File: src/rtl/decode_pkg.sv
// Shared encodings and instruction field positions for the decode stage.
// Field and immediate bounds used by decode_stage_pipe and decode_regfile.
package decode_pkg;

  localparam logic [1:0] IMM_I  = 2'd0;
  localparam logic [1:0] IMM_D  = 2'd1;
  localparam logic [1:0] IMM_CB = 2'd2;
  localparam logic [1:0] IMM_B  = 2'd3;

  localparam int FLD_W  = 5;
  localparam int RN_LSB = 5;
  localparam int RM_LSB = 16;
  localparam int RT_LSB = 0;

  localparam int IMM_I_MSB  = 21;
  localparam int IMM_I_LSB  = 10;
  localparam int IMM_D_MSB  = 20;
  localparam int IMM_D_LSB  = 12;
  localparam int IMM_CB_MSB = 23;
  localparam int IMM_CB_LSB = 5;
  localparam int IMM_B_MSB  = 25;
  localparam int IMM_B_LSB  = 0;

  localparam int IMM_I_W  = IMM_I_MSB - IMM_I_LSB + 1;
  localparam int IMM_D_W  = IMM_D_MSB - IMM_D_LSB + 1;
  localparam int IMM_CB_W = IMM_CB_MSB - IMM_CB_LSB + 1;
  localparam int IMM_B_W  = IMM_B_MSB - IMM_B_LSB + 1;

endpackage

File: src/rtl/decode_regfile.sv
// Architectural register file: two async reads, one write, hardwired zero reg.
// DECODE_BYPASS_EN makes a same-cycle write visible on the read ports.
module decode_regfile
  import decode_pkg::*;
#(
  parameter int XLEN     = 64,
  parameter int NUM_REGS = 32,
  parameter int ZERO_REG = NUM_REGS - 1,
  parameter int AW       = $clog2(NUM_REGS)
) (
  input  logic            clk,
  input  logic            rst_n,
  input  logic [AW-1:0]   ra1,
  input  logic [AW-1:0]   ra2,
  output logic [XLEN-1:0] rd1,
  output logic [XLEN-1:0] rd2,
  input  logic            we,
  input  logic [AW-1:0]   wa,
  input  logic [XLEN-1:0] wd
);

  localparam logic [AW-1:0] ZR = AW'(ZERO_REG);

  logic [XLEN-1:0] regs [NUM_REGS];

  always_ff @(posedge clk or negedge rst_n) begin
    if (!rst_n) begin
      for (int i = 0; i < NUM_REGS; i++) regs[i] <= '0;
    end else if (we && wa != ZR) begin
      regs[wa] <= wd;
    end
  end

  always_comb begin
    rd1 = regs[ra1];
    rd2 = regs[ra2];
`ifdef DECODE_BYPASS_EN
    if (we && wa == ra1) rd1 = wd;
    if (we && wa == ra2) rd2 = wd;
`endif
    if (ra1 == ZR) rd1 = '0;
    if (ra2 == ZR) rd2 = '0;
  end

endmodule

File: src/rtl/decode_stage_pipe.sv
// Clocked decode stage: regfile, immediates, load-use stall, valid/ready slot.
// Optional write-through read bypass under DECODE_BYPASS_EN.
module decode_stage_pipe
  import decode_pkg::*;
#(
  parameter int XLEN     = 64,
  parameter int NUM_REGS = 32,
  parameter int ZERO_REG = NUM_REGS - 1,
  parameter int AW       = $clog2(NUM_REGS)
) (
  input  logic            clk,
  input  logic            rst_n,
  input  logic            in_valid,
  output logic            in_ready,
  input  logic [31:0]     in_instr,
  input  logic [XLEN-1:0] in_pc,
  input  logic            reg2loc,
  input  logic [1:0]      imm_sel,
  input  logic            mem_read,
  input  logic            ex_valid,
  input  logic            ex_mem_read,
  input  logic [AW-1:0]   ex_rd,
  input  logic            wb_en,
  input  logic [AW-1:0]   wb_addr,
  input  logic [XLEN-1:0] wb_data,
  input  logic            flush,
  output logic            out_valid,
  input  logic            out_ready,
  output logic [XLEN-1:0] out_pc,
  output logic [31:0]     out_instr,
  output logic [XLEN-1:0] out_data1,
  output logic [XLEN-1:0] out_data2,
  output logic [XLEN-1:0] out_imm,
  output logic [AW-1:0]   out_rd,
  output logic            out_mem_read,
  output logic            stall
);

  localparam logic [AW-1:0] ZR = AW'(ZERO_REG);

  logic [FLD_W-1:0] rn_f, rm_f, rt_f;
  logic [AW-1:0]    rn, rm, rt;
  logic [XLEN-1:0]  rd1, rd2, imm;
  logic [AW-1:0]    held_rn, held_rm;
  logic             hazard, slot_free, accept;

  assign rn_f = in_instr[RN_LSB +: FLD_W];
  assign rt_f = in_instr[RT_LSB +: FLD_W];
  assign rm_f = reg2loc ? rt_f : in_instr[RM_LSB +: FLD_W];
  assign rn   = rn_f[AW-1:0];
  assign rm   = rm_f[AW-1:0];
  assign rt   = rt_f[AW-1:0];

  decode_regfile #(
    .XLEN(XLEN), .NUM_REGS(NUM_REGS),
    .ZERO_REG(ZERO_REG), .AW(AW)
  ) u_rf (
    .clk(clk), .rst_n(rst_n),
    .ra1(rn), .ra2(rm),
    .rd1(rd1), .rd2(rd2),
    .we(wb_en), .wa(wb_addr), .wd(wb_data)
  );

  always_comb begin
    imm = '0;
    case (imm_sel)
      IMM_I: imm = {{(XLEN-IMM_I_W){1'b0}},
                    in_instr[IMM_I_MSB:IMM_I_LSB]};
      IMM_D: imm = {{(XLEN-IMM_D_W){in_instr[IMM_D_MSB]}},
                    in_instr[IMM_D_MSB:IMM_D_LSB]};
      IMM_CB: imm = {{(XLEN-IMM_CB_W){in_instr[IMM_CB_MSB]}},
                     in_instr[IMM_CB_MSB:IMM_CB_LSB]};
      default: imm = {{(XLEN-IMM_B_W){in_instr[IMM_B_MSB]}},
                      in_instr[IMM_B_MSB:IMM_B_LSB]};
    endcase
  end

  assign hazard = in_valid & ex_valid & ex_mem_read & (ex_rd != ZR)
                & ((ex_rd == rn) | (ex_rd == rm));
  assign slot_free = !out_valid | out_ready;
  assign stall     = hazard & rst_n;
  assign in_ready  = slot_free & !hazard & !flush & rst_n;
  assign accept    = in_valid & in_ready;

  always_ff @(posedge clk or negedge rst_n) begin
    if (!rst_n) begin
      out_valid    <= 1'b0;
      out_pc       <= '0;
      out_instr    <= '0;
      out_data1    <= '0;
      out_data2    <= '0;
      out_imm      <= '0;
      out_rd       <= '0;
      out_mem_read <= 1'b0;
      held_rn      <= '0;
      held_rm      <= '0;
    end else if (flush) begin
      out_valid <= 1'b0;
    end else if (accept) begin
      out_valid    <= 1'b1;
      out_pc       <= in_pc;
      out_instr    <= in_instr;
      out_data1    <= rd1;
      out_data2    <= rd2;
      out_imm      <= imm;
      out_rd       <= rt;
      out_mem_read <= mem_read;
      held_rn      <= rn;
      held_rm      <= rm;
    end else if (slot_free) begin
      out_valid <= 1'b0;
    end else if (wb_en && wb_addr != ZR) begin
      // held slot picks up late writebacks to its sources
      if (wb_addr == held_rn) out_data1 <= wb_data;
      if (wb_addr == held_rm) out_data2 <= wb_data;
    end
  end

endmodule

File: config.mk
export PLATFORM = sky130hd
export DESIGN_NAME = decode_stage_pipe
export DESIGN_NICKNAME = d
export VERILOG_FILES = /design/src/rtl/decode_pkg.sv /design/src/rtl/decode_regfile.sv /design/src/rtl/decode_stage_pipe.sv
export SDC_FILE = /design/constraint.sdc
export NUM_CORES = 2
export LEC_CHECK = 0
export BUFFER_PORTS_ARGS = -buffer_cell sky130_fd_sc_hd__buf_2
export CORE_ASPECT_RATIO = 0.6
export CORE_MARGIN = 8
export CORE_UTILIZATION = 30
export CTS_CLUSTER_SIZE = 40
export DETAILED_ROUTE_END_ITERATION = 10
export PLACE_DENSITY_LB_ADDON = 0.05
export SKIP_LAST_GASP = 1
export SYNTH_ARGS = -nofsm -noshare
export SYNTH_HDL_FRONTEND = slang
export SYNTH_SLANG_ARGS = --single-unit
File: constraint.sdc
create_clock -name clk -period 2.64 [get_ports clk]
set_input_delay 0.528 -clock clk [delete_from_list [all_inputs] [get_ports clk]]
set_output_delay 0.528 -clock clk [all_outputs]
set_load 0.02 [all_outputs]
# Yosys cells after proc, flatten, opt, wreduce, memory -nomap -nowiden
# Index checks and enable logic that the tools add are counted.
[totals] ff_bits=2353 inputBits=182 output_inout_bits=297 wordCells=109
[classes] order_cmp=4 eq_ne=11 n_mux=24 n_bitwise=15 reduce_logical=13
[op_table] op="bitwise mux 2048 bit" n=1
[op_table] op="2-to-1 mux 64 bit" n=15
[op_table] op="binary-select mux 64 bit (select 5 bit)" n=2
[op_table] op="demux 64 bit (select 5 bit)" n=1
[op_table] op="one-hot mux 64 bit (3 select lines)" n=1
[op_table] op="== test 5 bit" n=4
[op_table] op=">= comparator 6 bit, second input constant" n=3
[op_table] op="NOT 5 -> 6 bit" n=3
[op_table] op="== test 5 bit, second input constant" n=2
[op_table] op="!= test 5 bit, second input constant" n=2
[op_table] op="AND 1 bit" n=9
[op_table] op="AND reduction 4 bit" n=2
[op_table] op="< comparator 6 x 1 -> 1 bit, second input constant" n=1
[op_table] op="nonzero test 2 bit" n=3
[op_table] op="2-to-1 mux 5 bit" n=1
[op_table] op="logical NOT 1 bit" n=3
[op_table] op="2-to-1 mux 1 bit" n=3
[op_table] op="nonzero test 3 bit" n=1
[op_table] op="== test 2 x 1 -> 1 bit, second input constant" n=1
[op_table] op="== test 2 bit, second input constant" n=1
[op_table] op="logical AND 1 bit" n=2
[op_table] op="logical NOT 2 bit" n=1
[op_table] op="!= test 2 x 1 -> 1 bit, second input constant" n=1
[op_table] op="OR 1 bit" n=2
[op_table] op="2 further kinds" n=2

# Logic depth before layout (Yosys ltp)
[depth] ltp_word=11 depth_mapped=13 depth_no_buf=7

# Hierarchy
# A second synthesis with hierarchy kept.
[hier_totals] cells_unflattened=7865 hier_area_um2=121425.2
[by_module_without_submodules] mod="decode_regfile" n_inst=1 cells_each=7032 area_each_um2=108236.3 seq_area_each_um2=51249.2
[by_module_without_submodules] mod="decode_stage_pipe" n_inst=1 cells_each=833 area_each_um2=13188.9 seq_area_each_um2=6431.2

# Least setup slack after synthesis
# OpenSTA, ideal clock, no wires.
[synth_path] path_type="in2reg" startpoint="in in_instr[5]" endpoint="reg out_data1[40]" setup_time_ps=119 arrival_time_ps=2700 required_time_ps=2521 setup_slack_ps=-179 cell_stages=8 n_path_buf=3 cell_sequence="clkbuf_1 > buf_2 > buf_1 > mux4_2 > mux4_2 > mux2i_1 > o21ai_0 > o21a_1"
[synth_between] elab_chain_cells=10 elab_cells_between_ends=19 classes_between="3 x eq/ne; 5 x mux; 7 x bitwise; 4 x reduce/logical"
[synth_lines] element="start, declared" line_no="decode_stage_pipe.sv:15" rtl="input logic [31:0] in_instr,"
[synth_lines] element="== test 5 bit" line_no="decode_stage_pipe.sv:79" rtl="& ((ex_rd == rn) | (ex_rd == rm));"
[synth_lines] element="OR 1 bit" line_no="decode_stage_pipe.sv:79"
[synth_lines] element="AND 1 bit" line_no="decode_stage_pipe.sv:79"
[synth_lines] element="logical NOT 1 bit" line_no="decode_stage_pipe.sv:82" rtl="assign in_ready = slot_free & !hazard & !flush & rst_n;"
[synth_lines] element="AND 1 bit (3 in series)" line_no="decode_stage_pipe.sv:82"
[synth_lines] element="AND 1 bit" line_no="decode_stage_pipe.sv:83" rtl="assign accept = in_valid & in_ready;"
[synth_lines] element="!= test 2 x 1 -> 1 bit (no line) or nonzero test 2 bit (tied branches)"
[synth_lines] element="AND reduction 4 bit (no line)"
[synth_lines] element="end signal, assigned" line_no="decode_stage_pipe.sv:103" rtl="out_data1 <= rd1;"
[synth_lines] element="end signal, assigned" line_no="decode_stage_pipe.sv:114" rtl="if (wb_addr == held_rn) out_data1 <= wb_data;"
[synth_lines] element="end, declared" line_no="decode_stage_pipe.sv:31" rtl="output logic [XLEN-1:0] out_data1,"
# Parallel ways exist; a longest one is shown, timed or not. The select of a mux whose other input is x is not followed.
# A chain may end at the register's enable or synchronous reset.

# Final worst setup path
[layout_path] startpoint="in reg2loc" endpoint="out stall"
[layout_between] elab_chain_cells=5
[layout_lines] element="start, declared" line_no="decode_stage_pipe.sv:17" rtl="input logic reg2loc,"
[layout_lines] element="2-to-1 mux 5 bit" line_no="decode_stage_pipe.sv:49" rtl="assign rm_f = reg2loc ? rt_f : in_instr[RM_LSB +: FLD_W];"
[layout_lines] element="== test 5 bit" line_no="decode_stage_pipe.sv:79"
[layout_lines] element="OR 1 bit" line_no="decode_stage_pipe.sv:79"
[layout_lines] element="AND 1 bit" line_no="decode_stage_pipe.sv:79"
[layout_lines] element="AND 1 bit" line_no="decode_stage_pipe.sv:81" rtl="assign stall = hazard & rst_n;"
[layout_lines] element="end, declared" line_no="decode_stage_pipe.sv:36" rtl="output logic stall"
# No other way between the ends.

==> summary.md <==
Data arrives at the worst endpoint at 2.09 ns. After synthesis, the netlist uses 47 different library cells. Subtracting the final worst setup slack from the clock period gives 2.62 ns. The post-synthesis sequential area ratio was 0.481. Entering global routing, the biggest net connects 155 pins.

The number of enable-type register cells in the synthesized netlist is 0. In this run the mean area of a mapped cell was 11.6 sq um. The overall fraction of global-route tracks in use was 0.241; the routed via count was 91.4k. The cell at the root of the clock tree is clkbuf_16. The timing-limited maximum frequency is 382 MHz, and the initial antenna violation count is 51. Among all flip-flop cells after synthesis, the most frequent one is dfrtp_1. For the placed instance count, the log shows 16.1k. Setup repair after global routing could not meet its margin everywhere. Fill cells in the final layout number 38.5k.

Across all hold checks on the routed design, the worst slack comes to 0.0799 ns. The synthesis-to-layout area growth was 21.9%. The average routed wire per standard cell works out to 31.3 um. For the cell area after technology mapping, the log shows 120000 sq um. The core region is 397000 sq um. The highest fanout seen on the critical path came out at 8. The tools report the via count of the first global-routing pass as 91.1k. For the first-pass GRT wire length, the log shows 741 mm.

The worst setup path is captured at a primary output. The tools report the overall power of the completed layout as 0.110 W. The flip-flop and latch area came out at 57700 sq um. The hold violation total from the final report is 0, and the number of warnings issued by yosys is 0. After synthesis, the cell types taking the most area are dfrtp_1, mux2_2, mux4_2. The first detailed-routing pass took 6 iterations. The clock drives 2305 sinks. The die covers 421000 sq um. The run finished with clean final reports. For the post-synth net total, the log shows 10.5k. Sum of overflow across all layers after global routing: 0.

At the pin with the least slew margin, the transition time is 1.07 ns. The floorplan step set the die height to 506 um. In this run the tool buffered the top-level ports with 478 buffer cells. Final count of pins violating max slew: 0. Wires add up to 522 mm. The post-route fraction of the period consumed by the critical path was 0.991; the clock latency at the later pin of the worst-skew pair was 0.89 ns. Biggest area consumer among synthesized cells: dfrtp_1. The count of standard-cell rows was 179; the power per cell area was 750 nW/um^2.

The clock skew after layout was 0.0362 ns; the clock transition at the registers of the reported paths was 0.06 ns. The number of vias per cell was 5.49; the number of ports placed on the die boundary was 479. By startpoint and endpoint, the worst setup path is classified as in2out. The floorplan step set the die width to 832 um. Sorting the synthesized cells by how often they occur yields dfrtp_1, nand2_1, mux2_2, a21oi_1, clkbuf_1.

The tightest min-delay check is of the in2reg type. The analysis attributes to cell leakage a power of 63.1 nW. In the synthesized netlist, the number of instances is 10.4k.

The fraction of synthesis flops using an asynchronous set or reset pin came out at 1.00. The global placement routability congestion is 0.817, and the starting density of the core is 0.302. Buffers inserted during clock tree synthesis total 269.

The final routed DRC violation total is 0, and the DRC marker count from the first detailed-route iteration is 8492. The endpoint required time on the critical path was 2.11 ns. The number of storage elements in the synthesis netlist came out at 2305. Detailed placement ended at an HPWL of 345 mm.

Among all cell types in the netlist, the one instantiated most often is dfrtp_1. The relative slew slack came out at 0.285. The clock tree synthesis step divided the H-tree into 5 levels. TritonCTS built the clock tree.

The final-report setup violation count came out at 0. The logs give 11.3k for the total number of nets in the final design and 0 for the post-route antenna net violation count. Across the run, the number of max-cap violations was 0.

The highest ir drop seen on vdd was 0.452 mV; the area share of the leading cell type in the synthesized netlist was 0.481. The run gives 16.6k as the post-layout instance count excluding filler cells. The worst setup path is launched from a primary input.

Worst-case clock buffer depth: 4. In the final layout, the multi-input gates occupy 58200 sq um. The ratio of cells with drive above 1 in the final layout is 0.404.
## per-stage QoR
step | setup TNS [ns] | instance area, sq um | util | worst slack, ns
6_report | 0 | 146000 | 0.368 | 0.0233
5_1_grt | -0.0494 | 146000 | 0.368 | -0.0494
4_1_cts | -0.120 | 146000 | 0.368 | -0.120
3_5_place_dp | -197.06 | 136000 | 0.343 | -0.842
3_3_place_gp | -209.64 | 136000 | 0.343 | -0.883
2_1_floorplan | -0.717 | 120000 | - | -0.0140
## final cells by class
type	count	share of cell area
tap	5339	0.0457
timing repair buffer	1542	0.101
inverter	2	0.0000513
sequential	2305	0.395
clock buffer	389	0.0543
multi-input combinational	6971	0.398
antenna	20	0.000342
clock inverter	71	0.00589
## worst max-delay path, stage by stage
cell	delay (ns)
buf_12	0.13
mux2i_4	0.25
xor2_1	0.22
nand3_2	0.12
buf_4	0.16
o31ai_2	0.20
buf_4	0.16
and3_1	0.16
buf_4	0.16
## cells by family (layout without fill, tap and decap cells)
logic type      count (synthesis)  count (layout)  share of synthesized area
buf+inv                      1090            2004                     0.0372
xor+xnor                       21              21                    0.00153
compound gates               1521            1521                     0.0654
mux                          2851            2851                      0.327
flops                        2305            2305                      0.481
other cells                     0              20                          0
simple gates                 2578            2578                     0.0877
## layer usage
| metal | up-vias | track usage | part of all wire | wire length (um) |
|---|---|---|---|---|
| met4 | 4 | 0.0474 | 0.021 | 10900 |
| met1 | 48700 | 0.374 | 0.49 | 257000 |
| li1 | 38600 | - | - | - |
| met3 | 592 | 0.0464 | 0.068 | 35600 |
| met2 | 3482 | 0.346 | 0.42 | 218000 |
| met5 | - | 0 | 0.000054 | 28 |
## final timing paths
path	from	endpoint	slack, ns	cells after the start
max	reg2loc	stall	0.02	9
min	wb_data[56]	out_data2[56]	0.08	3
max reg2reg	out_valid	out_data1[46]	0.14	11
min reg2reg	u_rf.regs[37]	u_rf.regs[37]	0.40	0
max in group asynchronous	rst_n	out_data2[28]	0.41	5
min in group asynchronous	rst_n	u_rf.regs[1856]	0.66	4
## state kept, by name, indices dropped and copies added, names as in the netlist
register      flops
held_rm           5
out_data1        64
out_data2        64
out_imm          26
out_instr        32
out_mem_read      1
out_pc           64
out_valid         1
u_rf.regs      2048
## power breakdown
| group | leakage [nW] | switching (W) | internal, W |
|---|---|---|---|
| Combinational | 29.4 | 0.0113 | 0.0119 |
| Clock | 4.34 | 0.0164 | 0.0225 |
| Sequential | 29.4 | 0.00559 | 0.0420 |
| Total | 63.1 | 0.0333 | 0.0763 |
## placed cells by master (no fill, tap or decap), types with 5 or more instances in the layout
cell type / instances
dfrtp_1: 2304
nand2_1: 2119
mux2_2: 1994
a21oi_1: 1088
mux4_2: 653
buf_4: 650
buf_2: 470
buf_12: 329
o21ai_0: 314
clkbuf_16: 279
nor4_1: 252
mux2i_1: 199
dlygate4sd3_1: 88
nor2_1: 71
nand3_1: 68
o21a_1: 65
clkbuf_1: 55
clkbuf_8: 55
clkinv_2: 37
o21ai_1: 26
diode_2: 20
bufinv_16: 16
nor2_4: 15
xor2_1: 14
nand2_4: 14
nand3b_1: 8
xnor2_1: 6
nor3_1: 6
nor3b_1: 6
clkinv_8: 6
inv_6: 6
clkinvlp_4: 6
buf_8: 5
## timing repair
| action | in CTS | in global routing |
|---|---|---|
| hold endpoints to repair | 126 | 0 |
| hold buffers | 88 | 0 |
| pin swaps | 1 | 2 |
| setup buffers | 1 | 4 |
| endpoints found under the setup margin | 73 | 3 |
| gates resized for setup | 11 | 4 |
Power figures use the tool's default switching activity.
